$ cat src/rtl/synth_pkg.sv
// Shared constants for the synth tile: waveform modes, register field codes,
// ctrl bit layout and the noise LFSR definition.
package synth_pkg;

    typedef enum logic [2:0] {
        ModeSaw    = 3'd0,
        ModeSquare = 3'd1,
        ModeTri    = 3'd2,
        ModePulse  = 3'd3,
        ModeNoise  = 3'd4
    } mode_e;

    localparam logic [1:0] FieldFreq = 2'd0;
    localparam logic [1:0] FieldCtrl = 2'd1;
    localparam logic [1:0] FieldDuty = 2'd2;

    localparam int unsigned CtrlModeLsb   = 0;
    localparam int unsigned CtrlModeW     = 3;
    localparam int unsigned CtrlEnableBit = 3;
    localparam int unsigned CtrlSyncBit   = 4;

    // Galois form of x^16+x^14+x^13+x^11+1, shifting right.
    localparam logic [15:0] LfsrSeed = 16'hACE1;
    localparam logic [15:0] LfsrTaps = 16'hB400;

    function automatic logic [15:0] lfsr_step(input logic [15:0] s);
        return {1'b0, s[15:1]} ^ (s[0] ? LfsrTaps : 16'h0000);
    endfunction

endpackage

$ cat src/rtl/synth_voice_bank_if.sv
// Host register-write port of the voice bank (valid/ready).
interface synth_voice_bank_if #(
    parameter int unsigned NUM_VOICES = 4,
    parameter int unsigned PHASE_W    = 16
);
    localparam int unsigned VoiceW = $clog2(NUM_VOICES);

    logic               wr_valid;
    logic               wr_ready;
    logic [VoiceW-1:0]  wr_voice;
    logic [1:0]         wr_field;
    logic [PHASE_W-1:0] wr_data;

    modport master (
        output wr_valid,
        output wr_voice,
        output wr_field,
        output wr_data,
        input  wr_ready
    );

    modport slave (
        input  wr_valid,
        input  wr_voice,
        input  wr_field,
        input  wr_data,
        output wr_ready
    );

endinterface

$ cat src/rtl/synth_wave_gen.sv
// Combinational waveform shaper: maps the top phase bits to an amplitude for
// the selected mode. Unknown modes produce silence.
module synth_wave_gen
    import synth_pkg::*;
#(
    parameter int unsigned WAVE_W = 8
) (
    input  logic [WAVE_W-1:0] p,
    input  logic [2:0]        mode,
    input  logic [WAVE_W-1:0] duty,
    input  logic [WAVE_W-1:0] noise,
    output logic [WAVE_W-1:0] wave
);

    logic [WAVE_W-1:0] p_dbl;

    assign p_dbl = {p[WAVE_W-2:0], 1'b0};

    always_comb begin
        wave = '0;
        case (mode_e'(mode))
            ModeSaw:    wave = p;
            ModeSquare: wave = p[WAVE_W-1] ? '1 : '0;
            ModeTri:    wave = p[WAVE_W-1] ? ~p_dbl : p_dbl;
            ModePulse:  wave = (p < duty) ? '1 : '0;
            ModeNoise:  wave = noise;
            default:    wave = '0;
        endcase
    end

endmodule

$ cat src/rtl/synth_voice_bank.sv
// Time-multiplexed oscillator bank: one voice per clock, frame sum strobed out
// once per NUM_VOICES cycles. Optional noise mode: SYNTH_VOICE_BANK_NOISE_EN.
module synth_voice_bank
    import synth_pkg::*;
#(
    parameter int unsigned NUM_VOICES = 4,
    parameter int unsigned PHASE_W    = 16,
    parameter int unsigned WAVE_W     = 8,
    parameter int unsigned OUT_W      = WAVE_W + $clog2(NUM_VOICES)
) (
    input  logic                 clk,
    input  logic                 rst_n,
    input  logic                 ena,
    synth_voice_bank_if.slave    wr,
    output logic [OUT_W-1:0]     sample_out,
    output logic                 sample_valid
);

    localparam int unsigned VoiceW = $clog2(NUM_VOICES);
    localparam logic [VoiceW-1:0] LastVoice = VoiceW'(NUM_VOICES - 1);

    logic [VoiceW-1:0]     v_q, v_d;
    logic [PHASE_W-1:0]    freq_q  [NUM_VOICES];
    logic [PHASE_W-1:0]    freq_d  [NUM_VOICES];
    logic [PHASE_W-1:0]    phase_q [NUM_VOICES];
    logic [PHASE_W-1:0]    phase_d [NUM_VOICES];
    logic [2:0]            mode_q  [NUM_VOICES];
    logic [2:0]            mode_d  [NUM_VOICES];
    logic [WAVE_W-1:0]     duty_q  [NUM_VOICES];
    logic [WAVE_W-1:0]     duty_d  [NUM_VOICES];
    logic [NUM_VOICES-1:0] en_q, en_d;
    logic [OUT_W-1:0]      acc_q, acc_d;
    logic [OUT_W-1:0]      sample_q, sample_d;
    logic                  valid_q, valid_d;

    logic [WAVE_W-1:0] shaped;
    logic [WAVE_W-1:0] wave;
    logic [WAVE_W-1:0] noise;
    logic [OUT_W-1:0]  frame_sum;
    logic              end_of_frame;
    logic              voice_in_range;
    logic              wr_fire;

    // Stall only the voice sitting in the datapath, so a sync never races the phase update.
    assign wr.wr_ready     = !(ena && (wr.wr_voice == v_q));
    assign voice_in_range  = ({1'b0, wr.wr_voice} < (VoiceW + 1)'(NUM_VOICES));
    assign wr_fire         = wr.wr_valid && wr.wr_ready && voice_in_range;
    assign end_of_frame    = ena && (v_q == LastVoice);

    synth_wave_gen #(
        .WAVE_W (WAVE_W)
    ) u_wave_gen (
        .p     (phase_q[v_q][PHASE_W-1 -: WAVE_W]),
        .mode  (mode_q[v_q]),
        .duty  (duty_q[v_q]),
        .noise (noise),
        .wave  (shaped)
    );

    assign wave      = en_q[v_q] ? shaped : '0;
    assign frame_sum = acc_q + OUT_W'(wave);

`ifdef SYNTH_VOICE_BANK_NOISE_EN
    logic [15:0] lfsr_q, lfsr_d;

    always_comb begin
        lfsr_d = lfsr_q;
        if (end_of_frame) begin
            lfsr_d = lfsr_step(lfsr_q);
        end
    end

    always_ff @(posedge clk or negedge rst_n) begin
        if (!rst_n) begin
            lfsr_q <= LfsrSeed;
        end else begin
            lfsr_q <= lfsr_d;
        end
    end

    assign noise = lfsr_q[15 -: WAVE_W];
`else
    // Without the noise build, mode 4 falls through to a constant-zero source.
    assign noise = '0;
`endif

    always_comb begin
        v_d      = v_q;
        acc_d    = acc_q;
        sample_d = sample_q;
        valid_d  = 1'b0;
        freq_d   = freq_q;
        phase_d  = phase_q;
        mode_d   = mode_q;
        duty_d   = duty_q;
        en_d     = en_q;

        if (ena) begin
            v_d          = (v_q == LastVoice) ? '0 : v_q + 1'b1;
            phase_d[v_q] = phase_q[v_q] + freq_q[v_q];
            if (end_of_frame) begin
                sample_d = frame_sum;
                valid_d  = 1'b1;
                acc_d    = '0;
            end else begin
                acc_d = frame_sum;
            end
        end

        if (wr_fire) begin
            unique case (wr.wr_field)
                FieldFreq: freq_d[wr.wr_voice] = wr.wr_data;
                FieldCtrl: begin
                    mode_d[wr.wr_voice]   = wr.wr_data[CtrlModeLsb +: CtrlModeW];
                    en_d[wr.wr_voice]     = wr.wr_data[CtrlEnableBit];
                    if (wr.wr_data[CtrlSyncBit]) begin
                        phase_d[wr.wr_voice] = '0;
                    end
                end
                FieldDuty: duty_d[wr.wr_voice] = wr.wr_data[WAVE_W-1:0];
                default: ;
            endcase
        end
    end

    always_ff @(posedge clk or negedge rst_n) begin
        if (!rst_n) begin
            v_q      <= '0;
            acc_q    <= '0;
            sample_q <= '0;
            valid_q  <= 1'b0;
            en_q     <= '0;
            for (int i = 0; i < NUM_VOICES; i++) begin
                freq_q[i]  <= '0;
                phase_q[i] <= '0;
                mode_q[i]  <= '0;
                duty_q[i]  <= '0;
            end
        end else begin
            v_q      <= v_d;
            acc_q    <= acc_d;
            sample_q <= sample_d;
            valid_q  <= valid_d;
            en_q     <= en_d;
            freq_q   <= freq_d;
            phase_q  <= phase_d;
            mode_q   <= mode_d;
            duty_q   <= duty_d;
        end
    end

    always_comb begin
        sample_out   = sample_q;
        sample_valid = valid_q;
    end

endmodule

$ cat src/flat_wrapper.sv
// flat-port wrapper written by rule: the top's interface ports become plain ports
module synth_voice_bank_flat import synth_pkg::*;
#(
    parameter int unsigned NUM_VOICES = 4,
    parameter int unsigned PHASE_W    = 16,
    parameter int unsigned WAVE_W     = 8,
    parameter int unsigned OUT_W      = WAVE_W + $clog2(NUM_VOICES)
)
  (clk, rst_n, ena, sample_out, sample_valid, wr_wr_valid, wr_wr_voice, wr_wr_field, wr_wr_data, wr_wr_ready);
  synth_voice_bank_if #(.NUM_VOICES(NUM_VOICES), .PHASE_W(PHASE_W)) wr_i ();
  input  logic clk;
  input  logic rst_n;
  input  logic ena;
  output logic [OUT_W-1:0] sample_out;
  output logic sample_valid;
  input wire logic [$bits(wr_i.wr_valid)-1:0] wr_wr_valid;
  input wire logic [$bits(wr_i.wr_voice)-1:0] wr_wr_voice;
  input wire logic [$bits(wr_i.wr_field)-1:0] wr_wr_field;
  input wire logic [$bits(wr_i.wr_data)-1:0] wr_wr_data;
  output wire logic [$bits(wr_i.wr_ready)-1:0] wr_wr_ready;
  assign wr_i.wr_valid = wr_wr_valid;
  assign wr_i.wr_voice = wr_wr_voice;
  assign wr_i.wr_field = wr_wr_field;
  assign wr_i.wr_data = wr_wr_data;
  assign wr_wr_ready = wr_i.wr_ready;
  synth_voice_bank #(.NUM_VOICES(NUM_VOICES), .PHASE_W(PHASE_W), .WAVE_W(WAVE_W), .OUT_W(OUT_W)) u_core (.clk(clk), .rst_n(rst_n), .ena(ena), .wr(wr_i), .sample_out(sample_out), .sample_valid(sample_valid));
endmodule
$ cat config.mk
export PLATFORM = sky130hd
export DESIGN_NAME = synth_voice_bank_flat
export DESIGN_NICKNAME = d
export VERILOG_FILES = /design/src/rtl/synth_pkg.sv /design/src/rtl/synth_voice_bank_if.sv /design/src/rtl/synth_wave_gen.sv /design/src/rtl/synth_voice_bank.sv /design/src/flat_wrapper.sv
export SDC_FILE = /design/constraint.sdc
export NUM_CORES = 1
export LEC_CHECK = 0
export CORE_UTILIZATION = 30
export CTS_CLUSTER_DIAMETER = 30
export DETAILED_ROUTE_END_ITERATION = 12
export GPL_TIMING_DRIVEN = 0
export PLACE_DENSITY = 0.54
export SLEW_MARGIN = 20
export SYNTH_ARGS = -nofsm -noshare
export SYNTH_HDL_FRONTEND = slang
export SYNTH_HIERARCHICAL = 1
export SYNTH_SLANG_ARGS = --single-unit
$ cat constraint.sdc
create_clock -name clk -period 4.86 [get_ports clk]
set_clock_uncertainty 0.05 [all_clocks]
set_input_delay 1.215 -clock clk [delete_from_list [all_inputs] [get_ports clk]]
set_output_delay 1.215 -clock clk [all_outputs]
set_load 0.05 [all_outputs]
==> key figures <==
Layout
  – Post-Layout Cell Count: 1,448
  – Share of cells above drive strength 1: 0.231
  – Final core utilization: 0.354
  – Area growth from synthesis to layout: 15.7%
  – Post-layout nets: 1,040
  – Final cell area excluding filler cells: 12,300 µm²
  – Antenna Cells: 0

Drt
  – Via-per-instance ratio: 5.14
  – DRC violation count after routing: 0
  – Total vias in the final route: 7,439
  – Number of optimization iterations in the first detailed-route pass: 5
  – Detail-routed net length per standard cell: 19.8 µm
  – Count of routing violations after the opening detailed-route iteration: 424
  – Number of antenna-violating nets in the routed design: 0
  – Total wire length: 28.6 mm

Timing
  – Hold violation total from the final report: 0
  – Portion of the clock cycle consumed by the worst path in the final layout: 0.954
  – Worst hold margin: 430 ps
  – Highest clock frequency the design can meet: 216 MHz
  – Worst setup margin: 223 ps
  – Total count of max-transition violations in the final report: 0
  – Transition time of the tightest slew-check pin: 935 ps
  – RSZ-0062 raised after global routing: no
  – Minimum period implied by the final worst setup slack: 4640 ps
  – Max-Slew Margin vs Limit: 0.375
  – Setup TNS after final layout: 0 ps
  – Final count of negative-setup-slack endpoints: 0

Power and ir drop
  – Switching part of the total power: 0.426
  – Worst supply voltage drop on vdd: 0.000299 V
  – Int Power: 4.89 mW
  – Leakage Power: 5.17 nW
  – Post-layout total power: 8.52 mW
  – Gate power share: 0.523
  – Part of the total power dissipated in sequential elements: 0.302
  – Switching power: 3.63 mW
  – Fraction of power consumed by the clock network: 0.175
  – Power per Cell Area: 695 nW/µm²

Placed design
  – Number of buffer cells added on primary ports: 34
  – Placed Instances: 1,416
  – Weighted congestion reported at the end of routability-driven placement: 0.849
  – Worst setup timing slack at the placement stage: -659 ps
  – Hpwl dp: 19.9 mm
  – Post-placement cell area: 11,600 µm²

Worst setup path
  – Crit path required time: 5140 ps
  – Crit Path Max Fanout: 10
  – CP Data Arrival Time: 4910 ps
  – Critical Setup Path Class: flip-flop to flip-flop
  – Endpoint class of the critical path: flip-flop
  – Reg2Reg Depth: 16
  – Critical Path Source Type: flip-flop
  – Worst R2R Setup Slack: 220 ps

Clock network
  – Clock tree from TritonCTS: done
  – Cell at the root of the clock tree: sky130_fd_sc_hd__clkbuf_16
  – TritonCTS sink count: 199
  – CTS Buffer Depth: 2
  – Maximum level of the CTS H-tree: 4
  – Register clock-pin slew on the reported worst setup and hold paths: 70 ps
  – Clk Latency, worst-skew pair: 450 ps
  – Hold bufs inserted after CTS: 0
  – Post-CTS setup repair buffer count: 0
  – TritonCTS buffer count: 17

Synthesis
  – Yosys Warn Count: 6
  – Top-area cell type share of the netlist area: 0.470
  – Biggest area consumer among synthesized cells: sky130_fd_sc_hd__dfrtp_1
  – Post-Syn Area per Cell: 11.5 µm²
  – Cell area after synthesis: 10,600 µm²
  – Number of synthesized flops with an enable pin: 0
  – Cell count after synthesis: 918
  – Distinct cell type count after synthesis: 62
  – Prevailing post-synth register cell: sky130_fd_sc_hd__dfrtp_1
  – Sequential element share of the synthesized area: 0.470
  – Synthesis-stage register bit count: 199
  – Fraction of registers with async set or reset after synthesis: 1.00
  – Dominant cells by area after synthesis: sky130_fd_sc_hd__dfrtp_1 (47%), sky130_fd_sc_hd__mux2_2 (11%), sky130_fd_sc_hd__mux4_2 (9.4%)

Hold path
  – Cell depth of the worst min-delay path: 2
  – Worst hold-check path type: flip-flop to flip-flop

Global route
  – GR Util All Layers: 0.166
  – Global-route congestion overflow total: 0
  – Via count of the first global-routing pass: 7,727
  – Global-route wire length before repair: 45.5 mm
  – Initial antenna violation count: 0
  – Pin count of the biggest net entering global routing: 93

Die
  – Die X-Extent: 190 µm
  – Starting density of the core: 0.306
  – Number of ports placed on the die boundary: 36
  – Die Area: 36,100 µm²
  – Die Y: 190 µm
  – Core box area: 34,600 µm²
  – Count of standard-cell rows: 68

Flow run
  – Number of maximum-capacitance constraint violations: 0

Outcome
  – Run status: finished clean
-- cells in the final DEF (no fill, tap or decap), types with 6 or more instances in the layout --
master,count
sky130_fd_sc_hd__nand3_1,33
sky130_fd_sc_hd__a31oi_1,9
sky130_fd_sc_hd__clkdlybuf4s50_1,33
sky130_fd_sc_hd__mux2_4,8
sky130_fd_sc_hd__inv_1,14
sky130_fd_sc_hd__buf_4,7
sky130_fd_sc_hd__a21oi_1,75
sky130_fd_sc_hd__clkbuf_1,34
sky130_fd_sc_hd__conb_1,8
sky130_fd_sc_hd__nor3_1,9
sky130_fd_sc_hd__mux2i_1,6
sky130_fd_sc_hd__o21ai_0,22
sky130_fd_sc_hd__mux4_2,44
sky130_fd_sc_hd__o2bb2ai_1,9
sky130_fd_sc_hd__nand2_1,103
sky130_fd_sc_hd__mux2_2,105
sky130_fd_sc_hd__xor2_1,8
sky130_fd_sc_hd__a211oi_1,11
sky130_fd_sc_hd__nor2_2,6
sky130_fd_sc_hd__o211ai_1,7
sky130_fd_sc_hd__xnor2_1,17
sky130_fd_sc_hd__clkbuf_16,17
sky130_fd_sc_hd__dfrtp_1,199
sky130_fd_sc_hd__nor2_1,50
sky130_fd_sc_hd__ha_1,34
sky130_fd_sc_hd__a211o_1,9
sky130_fd_sc_hd__and2_1,12
sky130_fd_sc_hd__nand2b_1,7
-- cells in the mapped netlist, types with 3 or more instances --
master / n
sky130_fd_sc_hd__nor2b_1: 5
sky130_fd_sc_hd__ha_1: 34
sky130_fd_sc_hd__nand4_1: 5
sky130_fd_sc_hd__and2_1: 12
sky130_fd_sc_hd__a211oi_1: 11
sky130_fd_sc_hd__o31ai_1: 5
sky130_fd_sc_hd__o211ai_1: 7
sky130_fd_sc_hd__or3_1: 5
sky130_fd_sc_hd__buf_2: 3
sky130_fd_sc_hd__nor2_2: 6
sky130_fd_sc_hd__nor2_1: 50
sky130_fd_sc_hd__xnor2_1: 17
sky130_fd_sc_hd__buf_4: 7
sky130_fd_sc_hd__nor3_1: 9
sky130_fd_sc_hd__inv_1: 14
sky130_fd_sc_hd__mux4_2: 44
sky130_fd_sc_hd__o2bb2ai_1: 9
sky130_fd_sc_hd__clkbuf_1: 37
sky130_fd_sc_hd__nand2_1: 103
sky130_fd_sc_hd__a21oi_1: 75
sky130_fd_sc_hd__nor4_1: 4
sky130_fd_sc_hd__mux2i_1: 6
sky130_fd_sc_hd__o21ai_0: 22
sky130_fd_sc_hd__nand2b_1: 7
sky130_fd_sc_hd__a31oi_1: 9
sky130_fd_sc_hd__a21o_1: 5
sky130_fd_sc_hd__nand3_1: 33
sky130_fd_sc_hd__mux2_4: 8
sky130_fd_sc_hd__a211o_1: 9
sky130_fd_sc_hd__xor2_1: 8
sky130_fd_sc_hd__mux2_2: 105
sky130_fd_sc_hd__dfrtp_1: 199
sky130_fd_sc_hd__buf_1: 7
-- cell families (layout without fill, tap and decap cells) --
kind of cell / Yosys count / in the layout / synth area share
compound gates: 164 / 164 / 0.0955
other cells: 1 / 8 / 0.000354
simple gates: 258 / 258 / 0.117
xor+xnor: 25 / 25 / 0.0207
fa+ha+maj: 36 / 36 / 0.0440
buf+inv: 72 / 140 / 0.0298
flops: 199 / 199 / 0.470
mux: 163 / 163 / 0.222
-- final cells by class --
cell class / count / area, µm²
plain buffers: 56 / 275
clock buffers: 18 / 439
clock inverters: 14 / 181
fillers: 3451 / 22400
inverters: 16 / 60.1
multi-input cells: 654 / 5350
flip-flops and latches: 199 / 4980
well taps: 455 / 569
repair buffers: 36 / 400
-- routing by layer --
metal | up-vias | GRT usage | wire [µm]
li1 | 3445 | - | -
met2 | 199 | 0.264 | 13400
met4 | 0 | 0.0406 | 336
met1 | 3775 | 0.236 | 13500
met3 | 20 | 0.0249 | 1360
met5 | - | 0 | 0
-- state kept, by name, indices dropped and copies added (netlist names) --
| name | cells |
|---|---|
| u_core/mode_q | 12 |
| u_core/sample_valid | 1 |
| u_core/freq_q | 64 |
| u_core/phase_q | 64 |
| u_core/acc_q | 10 |
| u_core/en_q | 4 |
| u_core/v_q | 2 |
| u_core/sample_out | 10 |
| u_core/duty_q | 32 |
-- repair_timing --
action,CTS,global route
gates resized for setup,15,11
endpoints found under the setup margin,8,9
pin swaps,0,1
cloned,0,0
-- power groups by stage --
stage | clock network (mW) | logic, mW | registers, mW
2_1_floorplan | 0 | 3.18 | 2.62
3_3_place_gp | 0 | 4.33 | 2.58
3_5_place_dp | 0 | 4.39 | 2.60
4_1_cts | 1.53 | 4.41 | 2.57
5_1_grt | 1.59 | 4.89 | 2.65
6_report | 1.49 | 4.46 | 2.57
-- worst paths after layout --
path / start / to
hold reg to reg: u_core/sample_out[7]$_DFFE_PN0P_ / u_core/sample_out[7]$_DFFE_PN0P_
hold / removal: u_core/sample_out[7]$_DFFE_PN0P_ / u_core/sample_out[7]$_DFFE_PN0P_
max in group asynchronous: rst_n / u_core/freq_q[34]$_DFFE_PN0P_
setup / recovery: u_core/v_q[0]$_DFFE_PN0P_ / u_core/sample_out[9]$_DFFE_PN0P_
setup reg to reg: u_core/v_q[0]$_DFFE_PN0P_ / u_core/sample_out[9]$_DFFE_PN0P_
min in group asynchronous: rst_n / u_core/freq_q[57]$_DFFE_PN0P_
-- worst max-delay path, stage by stage, from the launching register on --
cell and delay [ps]:
sky130_fd_sc_hd__dfrtp_1 400, sky130_fd_sc_hd__buf_6 240, sky130_fd_sc_hd__clkbuf_4 330, sky130_fd_sc_hd__mux4_2 630, sky130_fd_sc_hd__ha_1 230, sky130_fd_sc_hd__a211o_1 280
sky130_fd_sc_hd__a31oi_1 250, sky130_fd_sc_hd__o211ai_4 180, sky130_fd_sc_hd__nand3_1 100, sky130_fd_sc_hd__and2_1 180, sky130_fd_sc_hd__ha_1 270, sky130_fd_sc_hd__a211oi_1 350
sky130_fd_sc_hd__o211ai_1 190, sky130_fd_sc_hd__a31oi_1 320, sky130_fd_sc_hd__nand2b_1 190, sky130_fd_sc_hd__xnor2_1 70, sky130_fd_sc_hd__mux2_2 250
(Power assumes the default switching activity.)
